## config.mk

```make
export PLATFORM = sky130hd
export DESIGN_NAME = fwd_hazard_unit
export DESIGN_NICKNAME = d
export VERILOG_FILES = /design/src/rtl/fwd_hazard_unit.sv
export SDC_FILE = /design/constraint.sdc
export NUM_CORES = 1
export LEC_CHECK = 0
export BUFFER_PORTS_ARGS = -buffer_cell sky130_fd_sc_hd__clkbuf_2
export CORE_MARGIN = 10
export CORE_UTILIZATION = 40
export CTS_BUF_LIST = sky130_fd_sc_hd__clkbuf_16
export DETAILED_ROUTE_END_ITERATION = 10
export PLACE_DENSITY = 0.71
export SYNTH_ARGS = -nofsm -noshare
export SYNTH_HDL_FRONTEND = slang
export SYNTH_SLANG_ARGS = --single-unit
```

## constraint.sdc

```tcl
create_clock -name clk -period 2.29 [get_ports clk]
set_clock_uncertainty 0.2 [all_clocks]
set_input_delay 0.1145 -clock clk [delete_from_list [all_inputs] [get_ports clk]]
set_output_delay 0.1145 -clock clk [all_outputs]
set_load 0.05 [all_outputs]
```

## src/rtl/fwd_hazard_unit.sv

```systemverilog
// Forwarding and load-use interlock unit for the mips789 integer pipeline.
// Define FWD_LOAD_STALL_EN to enable the load-use interlock; otherwise loads forward like ALU results.
module fwd_hazard_unit #(
    parameter  int RN_W   = 5,
    parameter  int NPORT  = 2,
    parameter  int NSTAGE = 3,
    localparam int SEL_W  = $clog2(NSTAGE + 1)
) (
    input  logic                    clk,
    input  logic                    rst,
    input  logic                    pause,
    input  logic                    flush,
    input  logic [NPORT*RN_W-1:0]   id_rn,
    input  logic [NPORT-1:0]        id_use,
    input  logic [RN_W-1:0]         id_wr_rn,
    input  logic                    id_we,
    input  logic                    id_ld,
    output logic [NPORT*SEL_W-1:0]  id_fw,
    output logic [NPORT*SEL_W-1:0]  ex_fw,
    output logic                    stall
);

    logic [RN_W-1:0]        rn_q [1:NSTAGE];
    logic [RN_W-1:0]        rn_d [1:NSTAGE];
    logic [NSTAGE:1]        we_q;
    logic [NSTAGE:1]        we_d;
    logic [NPORT*RN_W-1:0]  ex_rn_q;
    logic [NPORT*RN_W-1:0]  ex_rn_d;
    logic [NPORT-1:0]       ex_use_q;
    logic [NPORT-1:0]       ex_use_d;
    logic                   ld1_s;
    logic                   hazard_s;

`ifdef FWD_LOAD_STALL_EN
    logic [NSTAGE:1]        ld_q;
    logic [NSTAGE:1]        ld_d;
    assign ld1_s = ld_q[1];
`else
    logic                   unused_ld_s;
    assign unused_ld_s = id_ld;
    assign ld1_s       = 1'b0;
`endif

    // A stage only produces a forwardable result if it writes a non-zero register.
    function automatic logic prod_valid(input logic we, input logic [RN_W-1:0] rn);
        return we && (rn != {RN_W{1'b0}});
    endfunction

    // Load-use hazard: the instruction in stage 1 is a load whose target ID reads.
    always_comb begin
        hazard_s = 1'b0;
        for (int p = 0; p < NPORT; p++) begin
            if (id_use[p] && ld1_s && prod_valid(we_q[1], rn_q[1]) &&
                (rn_q[1] == id_rn[p*RN_W +: RN_W])) begin
                hazard_s = 1'b1;
            end else begin
                hazard_s = hazard_s;
            end
        end
    end

    assign stall = hazard_s;

    // ID-stage selects: scan oldest to youngest so the youngest match overrides.
    always_comb begin
        id_fw = {(NPORT*SEL_W){1'b0}};
        for (int p = 0; p < NPORT; p++) begin
            logic [SEL_W-1:0] sel_s;
            sel_s = {SEL_W{1'b0}};
            for (int k = NSTAGE; k >= 32'sd1; k--) begin
                if (id_use[p] && prod_valid(we_q[k], rn_q[k]) &&
                    (rn_q[k] == id_rn[p*RN_W +: RN_W])) begin
                    if ((k == 32'sd1) && ld1_s) begin
                        sel_s = {SEL_W{1'b0}};
                    end else begin
                        sel_s = SEL_W'(k);
                    end
                end else begin
                    sel_s = sel_s;
                end
            end
            id_fw[p*SEL_W +: SEL_W] = sel_s;
        end
    end

    // EX-stage selects: the consumer is the instruction in stage 1, producers are older.
    always_comb begin
        ex_fw = {(NPORT*SEL_W){1'b0}};
        for (int p = 0; p < NPORT; p++) begin
            logic [SEL_W-1:0] sel_s;
            sel_s = {SEL_W{1'b0}};
            for (int k = NSTAGE; k >= 32'sd2; k--) begin
                if (ex_use_q[p] && prod_valid(we_q[k], rn_q[k]) &&
                    (rn_q[k] == ex_rn_q[p*RN_W +: RN_W])) begin
                    sel_s = SEL_W'(k);
                end else begin
                    sel_s = sel_s;
                end
            end
            ex_fw[p*SEL_W +: SEL_W] = sel_s;
        end
    end

    // Shadow pipeline next state: hold on pause, otherwise shift and fill stage 1.
    always_comb begin
        rn_d     = rn_q;
        we_d     = we_q;
        ex_rn_d  = ex_rn_q;
        ex_use_d = ex_use_q;
`ifdef FWD_LOAD_STALL_EN
        ld_d     = ld_q;
`endif
        if (pause) begin
            rn_d = rn_q;
        end else begin
            for (int k = NSTAGE; k >= 32'sd2; k--) begin
                rn_d[k] = rn_q[k-1];
                we_d[k] = we_q[k-1];
`ifdef FWD_LOAD_STALL_EN
                ld_d[k] = ld_q[k-1];
`endif
            end
            if (flush || hazard_s) begin
                rn_d[1]  = {RN_W{1'b0}};
                we_d[1]  = 1'b0;
                ex_rn_d  = {(NPORT*RN_W){1'b0}};
                ex_use_d = {NPORT{1'b0}};
`ifdef FWD_LOAD_STALL_EN
                ld_d[1]  = 1'b0;
`endif
            end else begin
                rn_d[1]  = id_wr_rn;
                we_d[1]  = id_we;
                ex_rn_d  = id_rn;
                ex_use_d = id_use;
`ifdef FWD_LOAD_STALL_EN
                ld_d[1]  = id_ld;
`endif
            end
        end
    end

    // Shadow pipeline registers with asynchronous clear.
    always_ff @(posedge clk or negedge rst) begin
        if (!rst) begin
            for (int k = 1; k <= NSTAGE; k++) begin
                rn_q[k] <= {RN_W{1'b0}};
            end
            we_q     <= {NSTAGE{1'b0}};
            ex_rn_q  <= {(NPORT*RN_W){1'b0}};
            ex_use_q <= {NPORT{1'b0}};
`ifdef FWD_LOAD_STALL_EN
            ld_q     <= {NSTAGE{1'b0}};
`endif
        end else begin
            rn_q     <= rn_d;
            we_q     <= we_d;
            ex_rn_q  <= ex_rn_d;
            ex_use_q <= ex_use_d;
`ifdef FWD_LOAD_STALL_EN
            ld_q     <= ld_d;
`endif
        end
    end

endmodule

```

After elaboration in Yosys (flattened, before gate mapping)
Cells that the tools add are included.
{"block": "classes", "eq_ne": 10, "reduce_logical": 26, "n_mux": 14}
{"operator": "5-bit equality test", "count": 10}
{"operator": "1-bit logical AND", "count": 23}
{"operator": "2-bit 2-to-1 mux", "count": 11}
{"operator": "5-bit nonzero test", "count": 3}
{"operator": "10-bit 2-to-1 mux", "count": 1}
{"operator": "5-bit 2-to-1 mux", "count": 1}
{"operator": "1-bit 2-to-1 mux", "count": 1}
{"block": "totals", "elab_cells": 56, "ff_bits": 30, "inputBits": 23, "out_inout_bits": 9}

Logic depth before layout (Yosys ltp)
Gate-level depths: netlist of the first run.
{"block": "depth", "depth_word": 7, "mapped_depth": 5}

Worst setup path before layout of the first run
Ideal clock, no wire load.
{"block": "synth_path", "path_type": "reg-to-output", "start": "register rn_q[6] in the netlist's numbering", "end": "output id_fw[0]", "path_buffers": 1, "arrival_time_ns": 2.183, "path_slack_ns": -0.207, "path_stages_with_launch": 6, "required_time_ns": 1.975, "cell_sequence": "dfrtp_1 buf_6 or4_4 o21ai_4 and4b_1 o22ai_1"}
{"block": "synth_between", "elab_chain_cells": 6, "elab_cells_between_ends": 7, "cone_classes": "1 x eq/ne; 2 x mux; 4 x reduce/logical"}
{"item": "start, declared", "line_no": "23", "source": "logic [RN_W-1:0] rn_q [1:NSTAGE];"}
{"item": "start signal, assigned by index", "line_no": "147", "source": "rn_q[k] <= {RN_W{1'b0}};"}
{"item": "start signal, assigned", "line_no": "156", "source": "rn_q <= rn_d;"}
{"item": "5-bit nonzero test", "line_no": "46", "source": "return we && (rn != {RN_W{1'b0}});"}
{"item": "1-bit logical AND", "line_no": "46"}
{"item": "1-bit logical AND", "line_no": "71", "source": "if (id_use[p] && prod_valid(we_q[k], rn_q[k]) &&"}
{"item": "1-bit logical AND *", "line_no": "71"}
{"item": "2-bit 2-to-1 mux * (2 in a row)", "line_no": "71"}
{"item": "end, declared", "line_no": "18", "source": "output logic [NPORT*SEL_W-1:0] id_fw,"}
Every way passes the cells marked *; elsewhere a longest branch is shown, timed or not.

Final worst setup path of the first run
{"block": "layout_path", "start": "register rn_q[8] in the netlist's numbering", "end": "output id_fw[0]"}
Same word-level chain as after synthesis.

==> impl_metrics.tcl, run 1 <==
set metrics [dict create \
    cts.sink_count 30 \
    fin_nets 276 \
    tightest_slew_ps 837 \
    arrival_ps 1980 \
    overflow 0 \
    netlist_area_sq_um 1940 \
    seq_area_frac_synth_pct 38.8 \
    die_height_microns 89.6 \
    reg2regPathDepth 1 \
    viasPerCell 5.12 \
    synth_edf_count 0 \
    grt_pass1_wl_microns 8110 \
    core-area_sq_um 4690 \
    fin_util_pct 55.7 \
    endpoint "id_fw[0]" \
    synth_cells 202 \
    die-area_sq_um 8020 \
    area.growth.synth_to_final_pct 35.0 \
    drc_errors 0 \
    min_period_ps 2290 \
    cts-buffers-inserted 5 \
    cpMaxStageDelayCell "or4_4" \
    synth.most_common_cell "dfrtp_1" \
    synth_top_area_share_pct 38.8 \
    synth_commonest_cells "dfrtp_1, xor2_1, xnor2_1" \
    clk_pin_slew_ps 60 \
    antennaDiodeCount 0 \
    reg2reg_slack_ps 1130 \
    cap_violations 0 \
    antenna_found_initial 0 \
    fillers 412 \
    startpoint_type "flip-flop" \
    cp_max_fo 4 \
    fp-row-count 25 \
    setup_viol 0 \
    finalCritPeriodShare_pct 100 \
    vdd_drop_max_mv 0.459 \
    timing.final.ws_setup_ps 0.0804 \
    regToRegStartpoint "rn_q[5]" \
    tritoncts "done" \
    regArea_sq_um 753 \
    rsz0062_at_grt "yes" \
    required_ps 1980 \
    relSlewSlack_pct 44.2 \
    synth_seq_cells 30 \
    antenna_left 0 \
    synth_flop_cell "dfrtp_1" \
    wire_per_inst_microns 16.0 \
    drive_gt1_share_pct 30.3 \
    hold_ws_ps 140 \
    hold_class "in -> reg" \
    clock_latency_ps 290 \
    worstSetupPathType "reg -> out" \
    fin_cells 308 \
    fin_area_sq_um 2610 \
    grt_start_max_net_pins 45 \
    clock_path_buffers 2 \
    drt-initial-drc-count 74 \
    drt-pass1-iter-count 4 \
    yosys-top-cells-area "dfrtp_1, xor2_1, xnor2_1" \
    die_w_microns 89.6 \
    hold_viol 0 \
    wirelength_microns 4910 \
    outcome "finished clean" \
    cpPeakStageDelay_ps 550 \
    synth_nets 225 \
    numPortBuffers 29 \
    max_freq_ghz 0.437 \
    place_ws_ps 161 \
    design.portCount 32 \
    clockRootBuffer "clkbuf_16" \
    grt_usage_pct 13.3 \
    yosysTopAreaCell "dfrtp_1" \
    syn_avg_cell_area_sq_um 9.58 \
    synthArstFlopShare_pct 100 \
    yosys_warnings 0 \
    path_cells "or4_4, o21ai_4, and4b_1, o22ai_2, buf_8" \
    grt_pass1_vias 1606 \
    start_util_pct 41.3 \
    end_kind "output pin" \
    gp_congestion 0.891 \
    placed_area_sq_um 2170 \
    multiInputGateArea_sq_um 1170 \
    vias 1576 \
    slew_violations 0 \
    htree_levels 2 \
    p_per_area_nw_per_um2 661 \
    yosysUniqueCellTypes 31 \
    dp.cells 279 \
    p_leak_nw 1.15 \
    startpoint "rn_q[8]" \
    r2r-end "rn_q[5]" \
    hpwl_microns 3370 \
]
==> layer usage <==
layer | part of all wire (%) | track usage, % | vias up
met3 | 6.2 | 5.47 | 8
met5 | 0 | 0 | -
met1 | 45 | 16.6 | 749
li1 | - | - | 785
met2 | 47 | 20.4 | 34
met4 | 1.7 | 4.19 | 0
==> cell families after synthesis <==
| logic type | share of synthesized area, % |
|---|---|
| other cells | 0.194 |
| buf+inv | 4.20 |
| compound gates | 8.60 |
| simple gates | 18.6 |
| xor+xnor | 22.6 |
| flops | 38.8 |
| mux | 6.98 |
==> repair_timing <==
item	CTS	global route
setup buffers	1	1
hold endpoints to repair	48	0
setup endpoints to repair	8	8
hold buffers	19	0
pin swaps	3	4
resized for setup	17	9
==> worst max-delay path: cells and delay by family, from the launching register on <==
kind                   cells  cell delay, ps
flip-flops                 1             380
buffers and inverters      1             180
AO/OA/AOI/OAI              2             360
AND/OR/NAND/NOR            2             770
==> where the power goes <==
part	total [mW]	internal (mW)	switching (mW)	leakage (nW)
sequential	0.656	0.583	0.0728	0.388
combinational	0.425	0.219	0.206	0.694
clock	0.646	0.396	0.250	0.0672
total	1.73	1.20	0.529	1.15
==> placed cells by master, fill, tap and decap left out, types with 12 or more instances in the layout <==
master,n
xor2_1,28
dfrtp_1,28
xnor2_1,22
clkbuf_2,21
nand2_1,20
dlygate4sd3_1,19
nand2b_1,17
o21ai_0,17
buf_4,14
mux2_2,12
==> registers in the layout, indices dropped and copies added, names as in the netlist <==
| register | cells |
|---|---|
| ex_rn_q | 10 |
| ex_use_q | 2 |
| rn_q | 15 |
| we_q | 3 |
==> worst min-delay path by stage <==
stage / from / end / slack, ps / depth (start not counted)
2_1_floorplan: rst / ex_rn_q[0] / -380 / 0
3_3_place_gp: rst / ex_rn_q[9] / 20 / 1
3_5_place_dp: rst / ex_rn_q[9] / 30 / 1
4_1_cts: flush / we_q[1] / 170 / 3
5_1_grt: flush / ex_rn_q[4] / 200 / 3
6_report: flush / we_q[1] / 140 / 3
==> area by class of cell <==
cell class / count / share of cell area [%]
Timing Repair Buffer: 61 / 18.6
Sequential cell: 30 / 28.8
Multi-Input combinational cell: 155 / 44.6
Clock buffer: 5 / 4.79
Tap cell: 54 / 2.58
Clock inverter: 3 / 0.622
==> stage by stage <==
step | setup TNS, ps | total power, mW
3_5_place_dp | 0 | 1.02
3_3_place_gp | 0 | 1.01
4_1_cts | -37.6 | 1.71
5_1_grt | -83.9 | 1.81
6_report | 0 | 1.73
2_1_floorplan | -124 | 0.910
Note: power is estimated with default switching activity, not from simulation.
==> run 2: changes to the inputs <==
CELL_PAD_IN_SITES_DETAIL_PLACEMENT = 0   (was default)
CELL_PAD_IN_SITES_GLOBAL_PLACEMENT = 2   (was default)
CORE_UTILIZATION = 35   (was 40)
PLACE_DENSITY = 0.91   (was 0.71)
==> run 2 against run 1 <==
Compared with the run above:
- via count fell by 1.6%
- largest cell class unchanged
- hold slack got worse by 120 ps
- critical path type unchanged
- total power fell by 1.6%
- critical path depth did not move
- first-iteration DRC count did not move
- count of clock-buffer cells in the layout did not move
- critical endpoint unchanged
- final area rose by 0.62%
- routed wire length fell by 1.8%
- core utilization fell by 7.4 points
- highest routed layer unchanged
==> impl_metrics.tcl, run 2 (synthesis results as in run 1) <==
set metrics [dict create \
    outcome "finished clean" \
    cp_top_family "simple AND/OR/NAND/NOR gates" \
    clock_path_buffers 2 \
    wire_per_inst_microns 14.8 \
    antenna_found_initial 0 \
    design.portCount 32 \
    wirelength_microns 4830 \
    path_cells "or4_4, o21ai_4, and4b_1, o22ai_2, buf_8" \
    hold_start "id_rn[1]" \
    rsz0062_at_grt "yes" \
    layout_common_cells "xor2_1, dfrtp_1, xnor2_1" \
    fillers 520 \
    drt-initial-drc-count 74 \
    vdd_drop_max_mv 0.365 \
    tightest_slew_ps 793 \
    tns_ps 0 \
    overflow 0 \
    area.growth.synth_to_final_pct 35.9 \
    cts-buffers-inserted 5 \
    startpoint "rn_q[7]" \
    fin_nets 275 \
    antennaDiodeCount 0 \
    cap_violations 0 \
    fp-row-count 27 \
    regMostFlops "rn_q" \
    max_freq_ghz 0.438 \
    htree_levels 2 \
    clk_pin_slew_ps 50 \
    multiInputGateArea_sq_um 1150 \
    hpwl_microns 3490 \
    fin_util_pct 48.4 \
    reg_top3 "rn_q (15), ex_rn_q (10), we_q (3)" \
    regToRegStartpoint "rn_q[9]" \
    grt_start_max_net_pins 41 \
    min_period_ps 2280 \
    dp.cells 296 \
    drive_gt1_share_pct 30.0 \
    viasPerCell 4.77 \
    slew_violations 0 \
    tritoncts "done" \
    cp_max_fo 4 \
    worstSetupPathType "reg -> out" \
    clock_latency_ps 270 \
    start_util_pct 35.6 \
    grt_usage_pct 11.5 \
    gp_congestion 0.852 \
    numPortBuffers 29 \
    die_height_microns 94.4 \
    crit_buf_inv 1 \
    vias 1551 \
    hold_ws_ps 15.8 \
    largest_reg_flops 15 \
    hold_viol 0 \
    finalCritPeriodShare_pct 99.6 \
    relSlewSlack_pct 47.1 \
    fin_cells 325 \
    core-area_sq_um 5440 \
    required_ps 1980 \
    die_w_microns 94.4 \
    regArea_sq_um 754 \
    cpPeakStageDelay_ps 550 \
    antenna_left 0 \
    die-area_sq_um 8900 \
    end_kind "output pin" \
    cts.sink_count 30 \
    setup_viol 0 \
    grt_pass1_vias 1653 \
    clockRootBuffer "clkbuf_16" \
    hold_class "in -> reg" \
    p_leak_nw 1.15 \
    p_per_area_nw_per_um2 646 \
    cpMaxStageDelayCell "or4_4" \
    grt_pass1_wl_microns 8110 \
    arrival_ps 1970 \
    drt-pass1-iter-count 4 \
    drc_errors 0 \
    startpoint_type "flip-flop" \
]
[run 2: power by group]
part,switching [mW],total (mW),internal (mW)
logic,0.196,0.415,0.219
clock network,0.230,0.626,0.396
registers,0.0747,0.659,0.584
total,0.502,1.70,1.20
[run 2: final timing paths]
path | endpoint | slack [ps] | depth (start not counted)
max in group asynchronous | rn_q[3] | 1100 | 2
hold reg to reg | we_q[1] | 300 | 2
min in group asynchronous | rn_q[10] | 250 | 2
hold / removal | ex_rn_q[1] | 20 | 3
setup / recovery | id_fw[0] | 9 | 5
setup reg to reg | rn_q[4] | 1090 | 2
[run 2: repair_timing]
| action | in CTS | in global routing |
|---|---|---|
| resized for setup | 18 | 9 |
| hold buffers | 18 | 0 |
| endpoints found under the setup margin | 8 | 8 |
| pin swaps | 3 | 2 |
| buffers inserted | 1 | 2 |
| endpoints found under the hold margin | 47 | 0 |
[run 2: cell type report]
| type | instances | share of cell area (%) |
|---|---|---|
| clock buffer | 5 | 4.76 |
| tap | 72 | 3.43 |
| multi-input combinational | 155 | 43.8 |
| clock inverter | 3 | 0.618 |
| sequential | 30 | 28.7 |
| timing repair buffer | 60 | 18.7 |
[run 2: through the flow]
stage | worst slack (ps) | instance area (sq um) | power (mW)
after floorplan | -124 | 1960 | 0.910
after global placement | 158 | 2180 | 1.02
after detailed placement | 146 | 2180 | 1.02
after CTS | -47.3 | 2580 | 1.71
after global routing | -66.4 | 2630 | 1.80
final | 9.31 | 2630 | 1.70
[run 2: metal layers]
layer	global-route usage, %	up-vias	wire (microns)
li1	-	787	-
met1	15.2	718	2310
met2	17.2	41	2170
met3	4.04	5	314
met4	3.80	0	34
met5	0	-	0
[run 2: worst min-delay path, delay by kind of cell]
family | cells | cell delay [ps]
buffers and inverters | 1 | 150
and+or+nand+nor | 1 | 100
AOI/OAI and AO/OA | 1 | 80
==> run 3: changes to the inputs <==
CORE_ASPECT_RATIO = 1.4   (was default)
GPL_ROUTABILITY_DRIVEN = 1   (was default)
==> run 3 against run 2 <==
Compared with the run above:
- the flow now finishes with violations (setup timing)
- final cell count is 1.8% higher
- count of clock-buffer cells in the layout stayed put
- global-route usage is 0.17 points higher
- fmax is 0.71% lower
- hold slack better by 150 ps
- core utilization is 0.89 points higher
- non-clock buffer count is 10 higher
- sequential cell count stayed put
- first-iteration DRC count is 62% higher
- worst setup slack worse by 16 ps
- register-to-register slack worse by 20 ps
- clock power is 3% lower
- highest routed layer unchanged
==> impl_metrics.tcl, run 3 (synthesis results as in run 1) <==
set metrics [dict create \
    wire_per_inst_microns 15.0 \
    area.growth.synth_to_final_pct 38.5 \
    regMostFlops "rn_q" \
    layout_common_cells "xor2_1, dfrtp_1, buf_4" \
    grt_start_max_net_pins 34 \
    total_power_mw 1.71 \
    arrival_ps 1980 \
    drive_gt1_share_pct 31.9 \
    startpoint_type "flip-flop" \
    design.portCount 32 \
    p_per_area_nw_per_um2 639 \
    max_freq_ghz 0.435 \
    switchingPower_mw 0.500 \
    grt_usage_pct 11.7 \
    place_ws_ps 136 \
    clockRootBuffer "clkbuf_16" \
    htree_levels 2 \
    slew_violations 0 \
    numPortBuffers 29 \
    pwr-share-seq_pct 37.8 \
    drt-initial-drc-count 120 \
    cts-buffers-inserted 5 \
    finalCritPeriodShare_pct 100 \
    drc_errors 0 \
    startpoint "rn_q[6]" \
    antenna_left 0 \
    cts.sink_count 30 \
    die_w_microns 82.9 \
    relSlewSlack_pct 48.8 \
    p_clk_share_pct 35.4 \
    regToRegStartpoint "rn_q[6]" \
    vias 1582 \
    min_period_ps 2300 \
    wirelength_microns 4950 \
    end_kind "output pin" \
    overflow 0 \
    reg2regPathDepth 3 \
    fin_area_sq_um 2680 \
    largest_reg_flops 15 \
    vdd_drop_max_mv 0.478 \
    swShare_pct 29.2 \
    grt_pass1_vias 1724 \
    clock_path_buffers 2 \
    grt_pass1_wl_microns 8720 \
    worstSetupPathType "reg -> out" \
    cap_violations 0 \
    tritoncts "done" \
    reg_top3 "rn_q (15), ex_rn_q (10), we_q (3)" \
    failed_checks "setup timing" \
    required_ps 1980 \
    cp_max_fo 5 \
    placed_area_sq_um 2210 \
    drt-pass1-iter-count 4 \
    p_leak_nw 1.19 \
    die-area_sq_um 8950 \
    fp-row-count 32 \
    rsz0062_at_grt "yes" \
    die_height_microns 108 \
    fillers 526 \
    clock_latency_ps 270 \
    antenna_found_initial 0 \
    worstHoldPathCells 3 \
    outcome "finished with violations" \
    antennaDiodeCount 0 \
    hold_class "in -> reg" \
    intPower_mw 1.21 \
    start_util_pct 35.5 \
    final_common_cell "xor2_1" \
    hold_viol 0 \
    setup_viol 1 \
    fin_cells 331 \
    clk_pin_slew_ps 50 \
    hpwl_microns 3640 \
    viasPerCell 4.78 \
    tns_ps -7.06 \
    fin_nets 285 \
    gp_congestion 0.802 \
    tightest_slew_ps 768 \
    core-area_sq_um 5450 \
    dp.cells 296 \
    hold_start "flush" \
    pwr-share-comb_pct 26.8 \
    timing.final.ws_setup_ps -7.06 \
]
[run 3: changes by cell type in the layout (fill, tap and decap cells not counted), moves of 2 or more]
cell / change
clkbuf_8: -3
clkinv_1: +2
buf_6: +2
buf_4: +12
[run 3: metal layers]
metal,vias up,global-route usage (%),share of wire [%]
met4,0,4.39,2.2
met3,8,2.11,2.0
met1,745,13.1,43
met5,-,0,0
met2,22,21.5,52
li1,807,-,-
[run 3: what timing repair did]
action                                  in CTS  in global routing
buffers inserted                             1                  7
hold buffers                                19                  0
endpoints found under the setup margin       8                  8
gates resized for setup                     17                 15
endpoints found under the hold margin       48                  0
pin swaps                                    3                  6
[run 3: final timing paths]
path	end	slack (ps)
max	id_fw[0]	-7
min	ex_rn_q[1]	170
max reg2reg	rn_q[6]	1070
min reg2reg	we_q[3]	310
max in group asynchronous	rn_q[1]	1110
min in group asynchronous	rn_q[5]	250
[run 3: critical path, cell delays in order (launching register included)]
cell and delay [ps]:
dfrtp_1 390, or4_4 540, o21ai_4 190, and4b_1 230, o22ai_2 180, buf_8 170
[run 3: power by group through the flow]
stage	sequential (mW)	combinational, mW	clock [mW]
2_1_floorplan	0.621	0.290	0
3_3_place_gp	0.659	0.372	0
3_5_place_dp	0.661	0.379	0
4_1_cts	0.654	0.422	0.620
5_1_grt	0.656	0.511	0.642
6_report	0.648	0.459	0.608
[run 3: area by class of cell]
cell class | instances | area, sq um | area share (%)
Timing Repair Buffer | 70 | 547 | 20.4
Clock buffer | 5 | 125 | 4.67
Clock inverter | 3 | 11.3 | 0.420
Sequential cell | 30 | 754 | 28.1
Tap cell | 68 | 85.1 | 3.17
Multi-Input combinational cell | 155 | 1160 | 43.2
[run 3: per-stage QoR]
step	utilization, %	hold slack (ps)
5_1_grt	49.2	224
2_1_floorplan	-	-381
4_1_cts	47.8	173
3_3_place_gp	40.6	23.9
3_5_place_dp	40.6	22.6
6_report	49.2	165
